**src/rtl/cache_way_ctrl.sv**
```systemverilog
// cache_way_ctrl: request sequencer for a 2-way set-associative cache.
// It samples the tag-compare hit flags and steers the way-data mux.
// It keeps one LRU bit per set to choose the victim on a miss.
// It runs the refill handshake with memory and keeps saturating hit/miss counters.
module cache_way_ctrl #(
  parameter int INDEX_W = 4,
  parameter int CNT_W   = 16
) (
  input  logic               clk,
  input  logic               reset,
  input  logic               req_valid,
  input  logic [INDEX_W-1:0] req_index,
  output logic               req_ready,
  input  logic               hit0,
  input  logic               hit1,
  output logic               way_sel,
  output logic               refill_req,
  output logic               refill_way,
  input  logic               mem_ready,
  output logic [1:0]         fill_we,
  output logic               resp_valid,
  output logic               multi_hit,
  input  logic               stats_clr,
  output logic [CNT_W-1:0]   hit_count,
  output logic [CNT_W-1:0]   miss_count
);

  localparam int SETS = 2 ** INDEX_W;
  localparam logic [CNT_W-1:0] CNT_MAX = '1;

  typedef enum logic [2:0] {
    IDLE    = 3'd0,
    LOOKUP  = 3'd1,
    REFILL  = 3'd2,
    FILL    = 3'd3,
    RESPOND = 3'd4
  } state_t;

  state_t             state;
  state_t             state_next;
  logic [INDEX_W-1:0] idx_q;
  logic [SETS-1:0]    lru_q;   // per set: the way to evict on the next miss
  logic               hit_any;

  assign hit_any = hit0 | hit1;

  // State register
  always_ff @(posedge clk or posedge reset) begin
    if (reset) state <= IDLE;
    else       state <= state_next;
  end

  // Next-state logic
  always_comb begin
    state_next = state;
    case (state)
      IDLE:    if (req_valid) state_next = LOOKUP;
      LOOKUP:  state_next = hit_any ? RESPOND : REFILL;
      REFILL:  if (mem_ready) state_next = FILL;
      FILL:    state_next = RESPOND;
      RESPOND: state_next = IDLE;
      default: state_next = IDLE;
    endcase
  end

  // Outputs that are a pure function of the current state
  always_comb begin
    req_ready  = (state == IDLE);
    resp_valid = (state == RESPOND);
    fill_we    = 2'b00;
    if (state == FILL) fill_we = refill_way ? 2'b10 : 2'b01;
  end

  // Request index latch, way select, multi-hit pulse and refill handshake
  always_ff @(posedge clk or posedge reset) begin
    if (reset) begin
      idx_q      <= '0;
      way_sel    <= 1'b0;
      refill_req <= 1'b0;
      refill_way <= 1'b0;
      multi_hit  <= 1'b0;
    end else begin
      multi_hit <= 1'b0;
      case (state)
        IDLE: begin
          if (req_valid) idx_q <= req_index;
        end
        LOOKUP: begin
          if (hit_any) begin
            // A double hit resolves to way0 and is flagged separately
            way_sel   <= hit1 & ~hit0;
            multi_hit <= hit0 & hit1;
          end else begin
            refill_way <= lru_q[idx_q];
            refill_req <= 1'b1;
          end
        end
        REFILL: begin
          if (mem_ready) refill_req <= 1'b0;
        end
        FILL: begin
          way_sel <= refill_way;
        end
        default: ;
      endcase
    end
  end

  // LRU update: the way just served becomes most recently used
  always_ff @(posedge clk or posedge reset) begin
    if (reset)                 lru_q <= '0;
    else if (state == RESPOND) lru_q[idx_q] <= ~way_sel;
  end

  // Saturating hit/miss counters; a clear overrides a same-cycle increment
  always_ff @(posedge clk or posedge reset) begin
    if (reset) begin
      hit_count  <= '0;
      miss_count <= '0;
    end else if (stats_clr) begin
      hit_count  <= '0;
      miss_count <= '0;
    end else if (state == LOOKUP) begin
      if (hit_any) begin
        if (hit_count != CNT_MAX) hit_count <= hit_count + CNT_W'(1);
      end else begin
        if (miss_count != CNT_MAX) miss_count <= miss_count + CNT_W'(1);
      end
    end
  end

endmodule

```
**config.mk**
```make
export PLATFORM = sky130hd
export DESIGN_NAME = cache_way_ctrl
export DESIGN_NICKNAME = d
export VERILOG_FILES = /design/src/rtl/cache_way_ctrl.sv
export SDC_FILE = /design/constraint.sdc
export NUM_CORES = 1
export LEC_CHECK = 0
export ABC_AREA = 1
export BUFFER_PORTS_ARGS = -buffer_cell sky130_fd_sc_hd__buf_2
export CELL_PAD_IN_SITES_DETAIL_PLACEMENT = 1
export CELL_PAD_IN_SITES_GLOBAL_PLACEMENT = 1
export CORE_UTILIZATION = 41
export DETAILED_ROUTE_END_ITERATION = 10
export PLACE_DENSITY_LB_ADDON = 0.3
export SLEW_MARGIN = 15
export SYNTH_ARGS = -nofsm -noshare
export SYNTH_HDL_FRONTEND = slang
export SYNTH_SLANG_ARGS = --single-unit
export TNS_END_PERCENT = 100
```
**constraint.sdc**
```tcl
create_clock -name clk -period 2.45 [get_ports clk]
set_clock_uncertainty 0.15 [all_clocks]
set_input_delay 0.6125 -clock clk [delete_from_list [all_inputs] [get_ports clk]]
set_output_delay 0.6125 -clock clk [all_outputs]
set_load 0.01 [all_outputs]
```
=== After elaboration in Yosys (flattened, before gate mapping) ===
Cells that the tools add are included.

* Flip-flop bits (word level): 59
* Input port bits: 11
* Output and inout port bits: 40

* Reduce and logical (&&, ||, !) cells: 15
* Equal/unequal tests: 11
* Order comparisons: 2
* Add/subtract/negate cells: 2
* Mux-type cells: 26
* Bitwise logic cells: 6

{| class="wikitable"
|+ Operator list
! cell !! number
|-
| 16-bit two-way mux || 8
|-
| 16-bit by 1-bit adder with 16-bit output, second input constant || 2
|-
| 16-bit inequality test, second input constant || 2
|-
| 16-bit bitwise mux || 1
|-
| 3-bit one-hot mux with 4 select lines || 1
|-
| 2-bit nonzero test || 6
|-
| 2-bit inequality test, second input constant || 5
|-
| 3-bit two-way mux || 3
|-
| 3-bit AND reduction || 3
|-
| 2-bit AND reduction || 4
|-
| 1-bit two-way mux || 7
|-
| 3-bit by 2-bit equality test with 1-bit output, second input constant || 2
|-
| 4-bit by 5-bit < comparator with 1-bit output, second input constant || 1
|-
| 1-bit binary-select mux with 4-bit select || 1
|-
| 1-bit demux with 4-bit select || 1
|-
| 4-bit by 1-bit >= comparator with 1-bit output, second input constant || 1
|-
| 2-bit two-way mux || 2
|-
| 1-bit one-hot mux with 2 select lines || 2
|-
| 3-bit by 1-bit equality test with 1-bit output, second input constant || 1
|-
| 3-bit equality test, second input constant || 1
|-
| 3-bit logical NOT || 1
|-
| 1-bit NOT || 3
|-
| 1-bit AND || 2
|-
| 1-bit logical AND || 1
|-
| 1-bit bitwise OR || 1
|}

=== Logic depth before layout (Yosys ltp) ===
Gate-level depths: netlist (run 1).

* Depth after elaboration: 5
* Mapped depth: 10
* Depth with buffers taken out: 9

=== Worst setup path before layout (run 1) ===
No wires, ideal clock.

* Kind: input port to flip-flop
* From: input port stats_clr
* To: register hit_count[2]
* Setup slack: 0.725 ns
* Data required time: 2.226 ns
* Library setup time: 0.074 ns
* Stages on the path: 9
* Arrival: 1.501 ns
* Buffers on the path: 4
* Cells stage by stage: buf_4 inv_2 buf_2 nand3_2 nand3_2 buf_6 buf_12 nand2_2 o21ai_2

* Cells in the longest elaborated chain, start to end: 2
* Elaborated cells on any way between the ends: 5
* Those cells by class: mux: 1; reduce/logical: 4

{| class="wikitable"
|+ RTL lines
! item !! line !! source
|-
| start: declaration || 23 || <nowiki>input logic stats_clr,</nowiki>
|-
| 2-bit nonzero test (no source line) || -- ||
|-
| 3-bit AND reduction (no source line) || -- ||
|-
| end signal: assignment || 125 || <nowiki>if (hit_count != CNT_MAX) hit_count <= hit_count + CNT_W'(1);</nowiki>
|-
| end: declaration || 24 || <nowiki>output logic [CNT_W-1:0] hit_count,</nowiki>
|}

Parallel ways exist; a longest one is shown, timed or not.
A chain may end at the register's enable or synchronous reset.

=== Worst setup path in the final report (run 1) ===
* From: register state[0]
* To: output port req_ready

* Cells in the longest elaborated chain, start to end: 1

{| class="wikitable"
|+ RTL lines
! item !! line !! source
|-
| start: declaration || 39 || <nowiki>state_t state;</nowiki>
|-
| start signal: assignment || 50 || <nowiki>else state <= state_next;</nowiki>
|-
| 3-bit logical NOT || 68 || <nowiki>req_ready = (state == IDLE);</nowiki>
|-
| end: declaration || 13 || <nowiki>output logic req_ready,</nowiki>
|}

No other way between the ends.

==> results of run 1 <==
-- where the power goes --
group	switching (mW)	internal (mW)	total [mW]	leakage, nW
clock network	0.401	0.460	0.862	0.0881
registers	0.242	1.21	1.46	0.783
logic	0.748	0.414	1.16	1.18
total	1.39	2.09	3.48	2.05
-- final cells by class --
class,count,area [µm²],share of cell area [%]
Multi-Input combinational cell,364,1720,42.5
Sequential cell,59,1480,36.5
Timing Repair Buffer,59,343,8.47
Inverter,52,195,4.82
Tap cell,105,131,3.24
Clock buffer,10,128,3.15
Clock inverter,5,55.1,1.36
-- registers in the layout, indices dropped and copies added (netlist names) --
register    count
refill_way      1
lru_q          16
miss_count     16
hit_count      16
way_sel         1
idx_q           4
refill_req      1
state           3
multi_hit       1
-- metal layers --
layer / wire [µm] / share of wire [%] / global-route usage [%]
met1: 4360 / 47 / 30.3
met5: 0 / 0 / 0
met3: 340 / 3.6 / 4.37
met2: 4570 / 49 / 40.1
met4: 83 / 0.89 / 6.79
-- metrics by stage --
step	utilization (%)	hold WS, ns
5_1_grt	49.3	0.193
6_report	49.3	0.164
4_1_cts	49.3	0.172
3_5_place_dp	47.1	0.390
3_3_place_gp	47.1	0.379
2_1_floorplan	-	0.365
-- worst max-delay path by stage --
| stage | from | cells after the start | slack, ns | endpoint |
|---|---|---|---|---|
| 3_3_place_gp | stats_clr | 7 | 0.51 | hit_count[15] |
| 6_report | state[0] | 4 | 0.39 | req_ready |
| 3_5_place_dp | stats_clr | 7 | 0.47 | hit_count[15] |
| 2_1_floorplan | reset | 1 | 0.23 | hit_count[0] |
| 4_1_cts | state[0] | 4 | 0.38 | req_ready |
| 5_1_grt | state[0] | 4 | 0.29 | req_ready |
-- logic make-up after synthesis --
family | share of synthesized area [%]
xor gates and xnor gates | 1.51
buffers and inverters | 8.36
AOI/OAI and AO/OA | 11.6
and+or+nand+nor | 35.5
DFF | 42.3
adders and majority gates | 0.717
-- cell usage after synthesis (2+ instances only) --
library cell,count
sky130_fd_sc_hd__inv_2,3
sky130_fd_sc_hd__clkinv_1,2
sky130_fd_sc_hd__o21bai_1,4
sky130_fd_sc_hd__xnor2_1,2
sky130_fd_sc_hd__o21ai_2,10
sky130_fd_sc_hd__o21ai_1,9
sky130_fd_sc_hd__nand2_1,154
sky130_fd_sc_hd__a21oi_1,20
sky130_fd_sc_hd__dfrtp_1,59
sky130_fd_sc_hd__clkbuf_1,2
sky130_fd_sc_hd__xor2_1,4
sky130_fd_sc_hd__nor2_2,3
sky130_fd_sc_hd__or2_2,5
sky130_fd_sc_hd__nand2_2,6
sky130_fd_sc_hd__nor2_1,66
sky130_fd_sc_hd__a31oi_1,17
sky130_fd_sc_hd__o21ai_0,7
sky130_fd_sc_hd__buf_6,3
sky130_fd_sc_hd__nand3_1,39
sky130_fd_sc_hd__buf_2,4
sky130_fd_sc_hd__nand3_2,3
sky130_fd_sc_hd__inv_1,47
sky130_fd_sc_hd__buf_4,2
sky130_fd_sc_hd__nand4_1,7
sky130_fd_sc_hd__ha_1,2
sky130_fd_sc_hd__nor3_1,2
==> run summary, run 1 <==
The run finished with clean final reports. Of all flip-flops after synthesis, the portion carrying an async set or reset was 100%. Boundary pin count: 51. The number of antenna diodes in the final layout is 0. Placeable core area: 0.00822 mm².

In this run the clock root is driven by a sky130_fd_sc_hd__clkbuf_8. The tools report the leakage power figure as 2.05 nW. The library cell used most frequently in the layout, excluding fill and tap cells, is sky130_fd_sc_hd__nand2_1. Yosys printed 0 warnings.

The number of gates given a new drive strength after cts was 0. The clock net in this run drives a total of 59 sinks. sky130_fd_sc_hd__dfrtp_1 takes more of the synthesized area than any other cell. The buffer levels on the longest clock path was 2; the setup fix buffers added after clock tree synthesis was 0. The maximum fanout along the worst path was 5; the pin count of the biggest net entering global routing was 28.

Number of iterations in the first detailed-routing pass: 4. After layout, the minimum clock period comes to 2.06 ns. A synthesized cell averages 7.16 µm². The width of the die came out at 94.2 µm.

At the end of routability-driven placement, the weighted congestion stood at 0.779. The tools report the number of max-cap violations as 0. Data required time of the worst path: 1.69 ns. Counting flops and latches in the post-synthesis netlist gives 59. After the last flow step, the layout net total stands at 558. Once detailed placement completed, the half-perimeter wirelength came to 7000 µm. The worst path uses 84.0% of the clock period.

Buffers inserted to repair hold after CTS numbered 0. The tools report the number of instances in the placed design as 639. Sequential elements use 42.3% of the synthesized area.

Counting the fill cells in the layout gives 1099. In this run, CTS created clock tree buffers numbering 9. For the final-report max-slew violation count, the log shows 0. After synthesis, the largest area contributor takes up 42.3% of total cell area. The slack of the worst reg-to-reg path was 0.47 ns.

The final route contains 3393 vias. In this run the critical register-to-register path is launched from miss_count[1]. Clock-pin slew was measured on the worst setup and hold paths at 0.07 ns. The detail route stage leaves a number of antenna-violating nets equal to 0.

The worst setup path is of the reg -> out kind. STA puts the critical path data arrival time at 1.30 ns. For this design the ratio of total power to cell area is 860 mW/mm². Yosys attributes the largest share of cell area to sky130_fd_sc_hd__dfrtp_1, sky130_fd_sc_hd__nand2_1, sky130_fd_sc_hd__nor2_1, sky130_fd_sc_hd__nand3_1, sky130_fd_sc_hd__inv_1.

The final layout contains routed wiring with a total length of 9350 µm. The most numerous cell type found on the critical path is sky130_fd_sc_hd__nor2_1. The area growth from synthesis to layout is 16.1%. The setup TNS was 0 ns; the final worst slack was 0.392 ns.

The worst register-to-register path ends at miss_count[8]. After detailed routing, the number of vias per cell comes to 5.19. The worst setup path is launched from a flip-flop. Total of endpoints with negative setup slack in the final report: 0.

The slowest stage of the critical path belongs to the cell sky130_fd_sc_hd__dfrtp_1. The predominant post-synthesis flop cell is sky130_fd_sc_hd__dfrtp_1. The worst pin sits at a relative slew slack of 61.6%. After technology mapping, the gate count stands at 487.

Number of failing hold endpoints at the final stage: 0. After detailed routing, the number of remaining DRC violations is 0. The critical path goes through nor2_1 -> inv_1 -> nor2_1 -> buf_2. At the later pin of the worst-skew pair, clock insertion delay measures 0.34 ns. After the flow finishes, the layout carries non-filler instances totaling 654.

After detailed placement, the total cell area comes to 0.00387 mm². The die area is 0.00888 mm², and the post-place setup slack is 0.472 ns. For the initial core utilization, the log shows 42.5%. The run gives 486 MHz as the maximum frequency from static timing analysis. The overall power was 3.48 mW.

In the final layout, the share of cells above drive strength 1 is 19.5%. The initial antenna violation count is 0. The netlist uses 31 different library cells. The number of nets handed over by synthesis was 500. Via count of the first global-routing pass: 3464. The global-route wire length before repair is 16400 µm, and the area of the mapped netlist is 0.00349 mm². The overall overflow remaining after global route was 0.

The H-tree was split into 3 levels. IR analysis of the VDD net gives a maximum drop of 404 µV. Setup repair after global routing left no endpoint under its margin. The total of buffers placed on input and output ports was 50. The measured slew at the worst slew-check pin was 0.574 ns. The finished cells cover 0.00405 mm². TritonCTS built the clock tree. In this run the core area contains 33 standard-cell rows. The combined buffer and inverter count along the critical path was 2. The top cell types in the final layout, fill and taps aside, are sky130_fd_sc_hd__nand2_1, sky130_fd_sc_hd__nor2_1, sky130_fd_sc_hd__dfrtp_1. The cell count of the worst reg-to-reg path works out to 8. The worst min-delay path class is in -> async.

The die is 94.2 µm tall. The longest individual stage delay on the worst path works out to 0.44 ns. The cell family contributing the most delay on the critical path is flip-flops. The number of enable-type register cells in the synthesized netlist came out at 0. The endpoint class of the critical path was an output port. Across every metal layer, demand over resource in global routing totals 23.6%. Dividing the detail-routed wire length by the instance count gives 14.3 µm. In this run, the number of DRC markers left after iteration 0 of detailed routing was 97.
(Power assumes the default switching activity.)
==> run 2: changes to the inputs <==
--- a/config.mk
+++ b/config.mk
@@ -9,7 +9,7 @@
 export BUFFER_PORTS_ARGS = -buffer_cell sky130_fd_sc_hd__buf_2
 export CELL_PAD_IN_SITES_DETAIL_PLACEMENT = 1
 export CELL_PAD_IN_SITES_GLOBAL_PLACEMENT = 1
-export CORE_UTILIZATION = 41
+export CORE_UTILIZATION = 37
 export DETAILED_ROUTE_END_ITERATION = 10
 export PLACE_DENSITY_LB_ADDON = 0.3
 export SLEW_MARGIN = 15
==> constraint.sdc (replaced) <==
create_clock -name clk -period 1.67 [get_ports clk]
set_clock_uncertainty 0.15 [all_clocks]
set_input_delay 0.4175 -clock clk [delete_from_list [all_inputs] [get_ports clk]]
set_output_delay 0.4175 -clock clk [all_outputs]
set_load 0.01 [all_outputs]
==> run 2 against run 1 <==
  * The flow now finishes with violations (setup timing)
  * Total power up 79%
  * Largest power group is now combinational cells
  * Combinational power increased by 140%
  * Clock-buffer cell count rose by 1
  * Worst setup slack worse by 0.52 ns
  * Die area increased by 11%
  * Hold slack got worse by 0.015 ns
  * Final area is 24% higher
  * Sequential share of layout area is 6.9 points lower
  * Global-route usage shrank 0.42 points
  * Sequential power grew 43%
  * Cell count grew 11%
==> run summary, run 2 (synthesis results as in run 1) <==
TritonCTS built the clock tree. The worst-case IR drop observed on VDD is 554 µV. The final worst slack was -0.130 ns; the met3 layer usage reported by global route was 4.01%. The worst hold path passes through 3 cells. The endpoint arrival time on the critical path was 1.23 ns; the leakage power figure was 2.61 nW.

The checks that failed: setup timing. In the final layout, the multi-input gates occupy 0.00206 mm². At the pin with the least slew margin, the transition time is 0.515 ns. The pin count of the biggest net entering global routing came out at 27. The total number of nets in the final design is 620, and the number of inserted filler cells in the final layout is 1154. Traced cell by cell, the critical path runs through nor2_2 -> inv_2 -> nor2_4 -> buf_6.

The die is 99.1 µm wide. The via count of the first global-routing pass is 3890. The logs give 0 for the final-report max-slew violation count and 40.1% for the global-route track usage on met2. Along the worst path, the maximum fanout reaches 3. The count of nets left with antenna violations once routing finished came out at 0. For this design the ratio of total power to cell area is 1240 mW/mm². Leaving out fill and tap cells, the most frequent cell in the layout is sky130_fd_sc_hd__nand2_1. The fraction of the cycle the final worst path needs came out at 108%.

Headroom to the max-slew limit came out at 65.5%. The critical path in this run is classified as reg -> out. The clock latency at the later pin of the worst-skew pair came out at 0.35 ns. Setup repair after global routing could not meet its margin everywhere. After detailed routing, the number of remaining DRC violations is 0.

Last element of the critical path: req_ready. After detailed routing, the average wire length per cell comes to 16.3 µm. After detailed routing, the total wire length is 11800 µm.

Library cell contributing the largest single delay on the critical path: sky130_fd_sc_hd__dfrtp_1. The cell count of the worst reg-to-reg path was 8; the die height was 99.1 µm. The logs give 9 for the number of buffers added by the clock tree synthesis step and 18200 µm for the global-route wire length before repair. The area added between synthesis and finish is 44.2%.

The placement row count came out at 35. The critical path startpoint category was a flip-flop. The most used routing layer in global routing was met2. The logs give 33 for the total of endpoints with negative setup slack in the final report and 29.0% for the global-route track usage on met1.

The worst register-to-register path ends at hit_count[3]. The fraction of layout instances using a drive strength above 1 is 38.6%. STA classifies the critical path endpoint as an output port. At the end of routability-driven placement, the weighted congestion stood at 0.807. For this run the aggregate overflow at the end of global routing stands at 0. The via count of the routed design came out at 3802. 0 antenna diodes ended up in the layout. The tools report the cell at the root of the clock tree as sky130_fd_sc_hd__clkbuf_8.

The H-tree generated during clock tree synthesis spans 3 levels. The worst hold-check slack is 0.149 ns, and the number of max-cap violations is 0. The setup TNS was -1.43 ns; the overall routing resource usage was 23.2%. The wire-length estimate of the detail-placed layout is 7680 µm. The tools report the number of iterations in the first detailed-routing pass as 4. For the initial core utilization, the log shows 37.9%. The largest registers in the layout are hit_count: 16 flops, lru_q: 16 flops, miss_count: 16 flops. The combined buffer and inverter count along the critical path works out to 2. The non-filler instance count after layout is 723. The longest individual stage delay on the worst path came out at 0.42 ns. The logs give 0 for the initial antenna violation count and 0.00149 mm² for the area taken by flip-flops and latches. Clock tree synthesis found a total of 59 sinks.

The logs give -0.06 ns for the slack of the worst reg-to-reg path and 679 for the number of instances in the placed design. The first routing iteration left 112 violations. Timing would allow up to 556 MHz. In the layout the commonest cells are sky130_fd_sc_hd__nand2_1, sky130_fd_sc_hd__buf_4, sky130_fd_sc_hd__nor2_1, sky130_fd_sc_hd__dfrtp_1, sky130_fd_sc_hd__buf_2.

The number of cells on the critical path is 4, and the die area is 0.00982 mm². The logs give 1.10 ns for the data required time of the worst path and 0.0163 ns for the post-place setup slack. Pin placement for this block handled 51 I/O pins. In this run the worst setup path begins at state[0]. The flow ran to the end, but the final reports show violations. Clock-pin slew was measured on the worst setup and hold paths at 0.08 ns.

During placement, the flow inserted port buffers numbering 50. The start of the worst register-to-register path was state[2]. After floorplanning, the core was sized to cover 0.00920 mm². Worst min-delay path class: in -> reg. Dividing the detail-routed via count by the number of cells gives 5.26.

The logs give 0 for the number of failing hold endpoints at the final stage and 2 for the buffer levels on the longest clock path. The cell family contributing the most delay on the critical path is flip-flops. The clock period minus worst slack is 1.80 ns.
==> run 2: cell count changes in the layout (fill, tap and decap cells not counted), sizes merged <==
cell / change
dlygate4sd3: +1
clkinv: +1
inv: -1
clkbuf: +5
buf: +57
==> run 2: worst min path at each step <==
stage	endpoint	from	slack, ns
detailed placement	lru_q[6]	reset	0.30
CTS	multi_hit	hit0	0.15
floorplan	lru_q[15]	lru_q[15]	0.36
finish	multi_hit	hit0	0.15
global route	multi_hit	hit0	0.17
global placement	lru_q[6]	reset	0.29
==> run 2: area by class of cell <==
type	instances	share of cell area [%]
flip-flops and latches	59	29.5
inverters	52	4.01
clock inverters	5	1.05
well taps	111	2.76
repair buffers	121	19.0
clock buffers	11	2.81
multi-input cells	364	40.9
==> run 2: stage by stage <==
stage | utilization, % | instance area (µm²) | total power, mW
floorplan | - | 3490 | 3.35
CTS | 48.6 | 4470 | 5.63
finish | 54.7 | 5030 | 6.22
global route | 54.7 | 5030 | 6.60
global placement | 45.2 | 4160 | 3.99
detailed placement | 45.2 | 4160 | 4.10
==> run 2: worst reg2reg max path: stages (launching register included) <==
cell and delay (ns):
sky130_fd_sc_hd__dfrtp_2 0.44, sky130_fd_sc_hd__buf_6 0.13, sky130_fd_sc_hd__nor3_4 0.22, sky130_fd_sc_hd__inv_4 0.09, sky130_fd_sc_hd__nand2_4 0.11, sky130_fd_sc_hd__nand3_4 0.16
sky130_fd_sc_hd__clkbuf_16 0.22, sky130_fd_sc_hd__nand2_4 0.06, sky130_fd_sc_hd__o21ai_2 0.05
==> run 2: timing repair <==
item | in CTS | in global routing
hold buffers | 1 | 0
pin swaps | 2 | 16
endpoints found under the hold margin | 14 | 0
setup endpoints to repair | 6 | 45
buffers inserted | 8 | 13
cloned | 0 | 6
resized for setup | 13 | 102
==> run 2: report_power, final <==
group / leakage (nW) / internal, mW / switching (mW)
sequential: 0.771 / 1.78 / 0.301
combinational: 1.74 / 1.21 / 1.57
clock: 0.0991 / 0.723 / 0.629
total: 2.61 / 3.72 / 2.50
==> run 2: metal layers <==
layer | part of all wire, % | routed length (µm)
met1 | 43 | 5120
met2 | 52 | 6090
met3 | 2.6 | 311
met4 | 2.3 | 273
met5 | 0 | 0
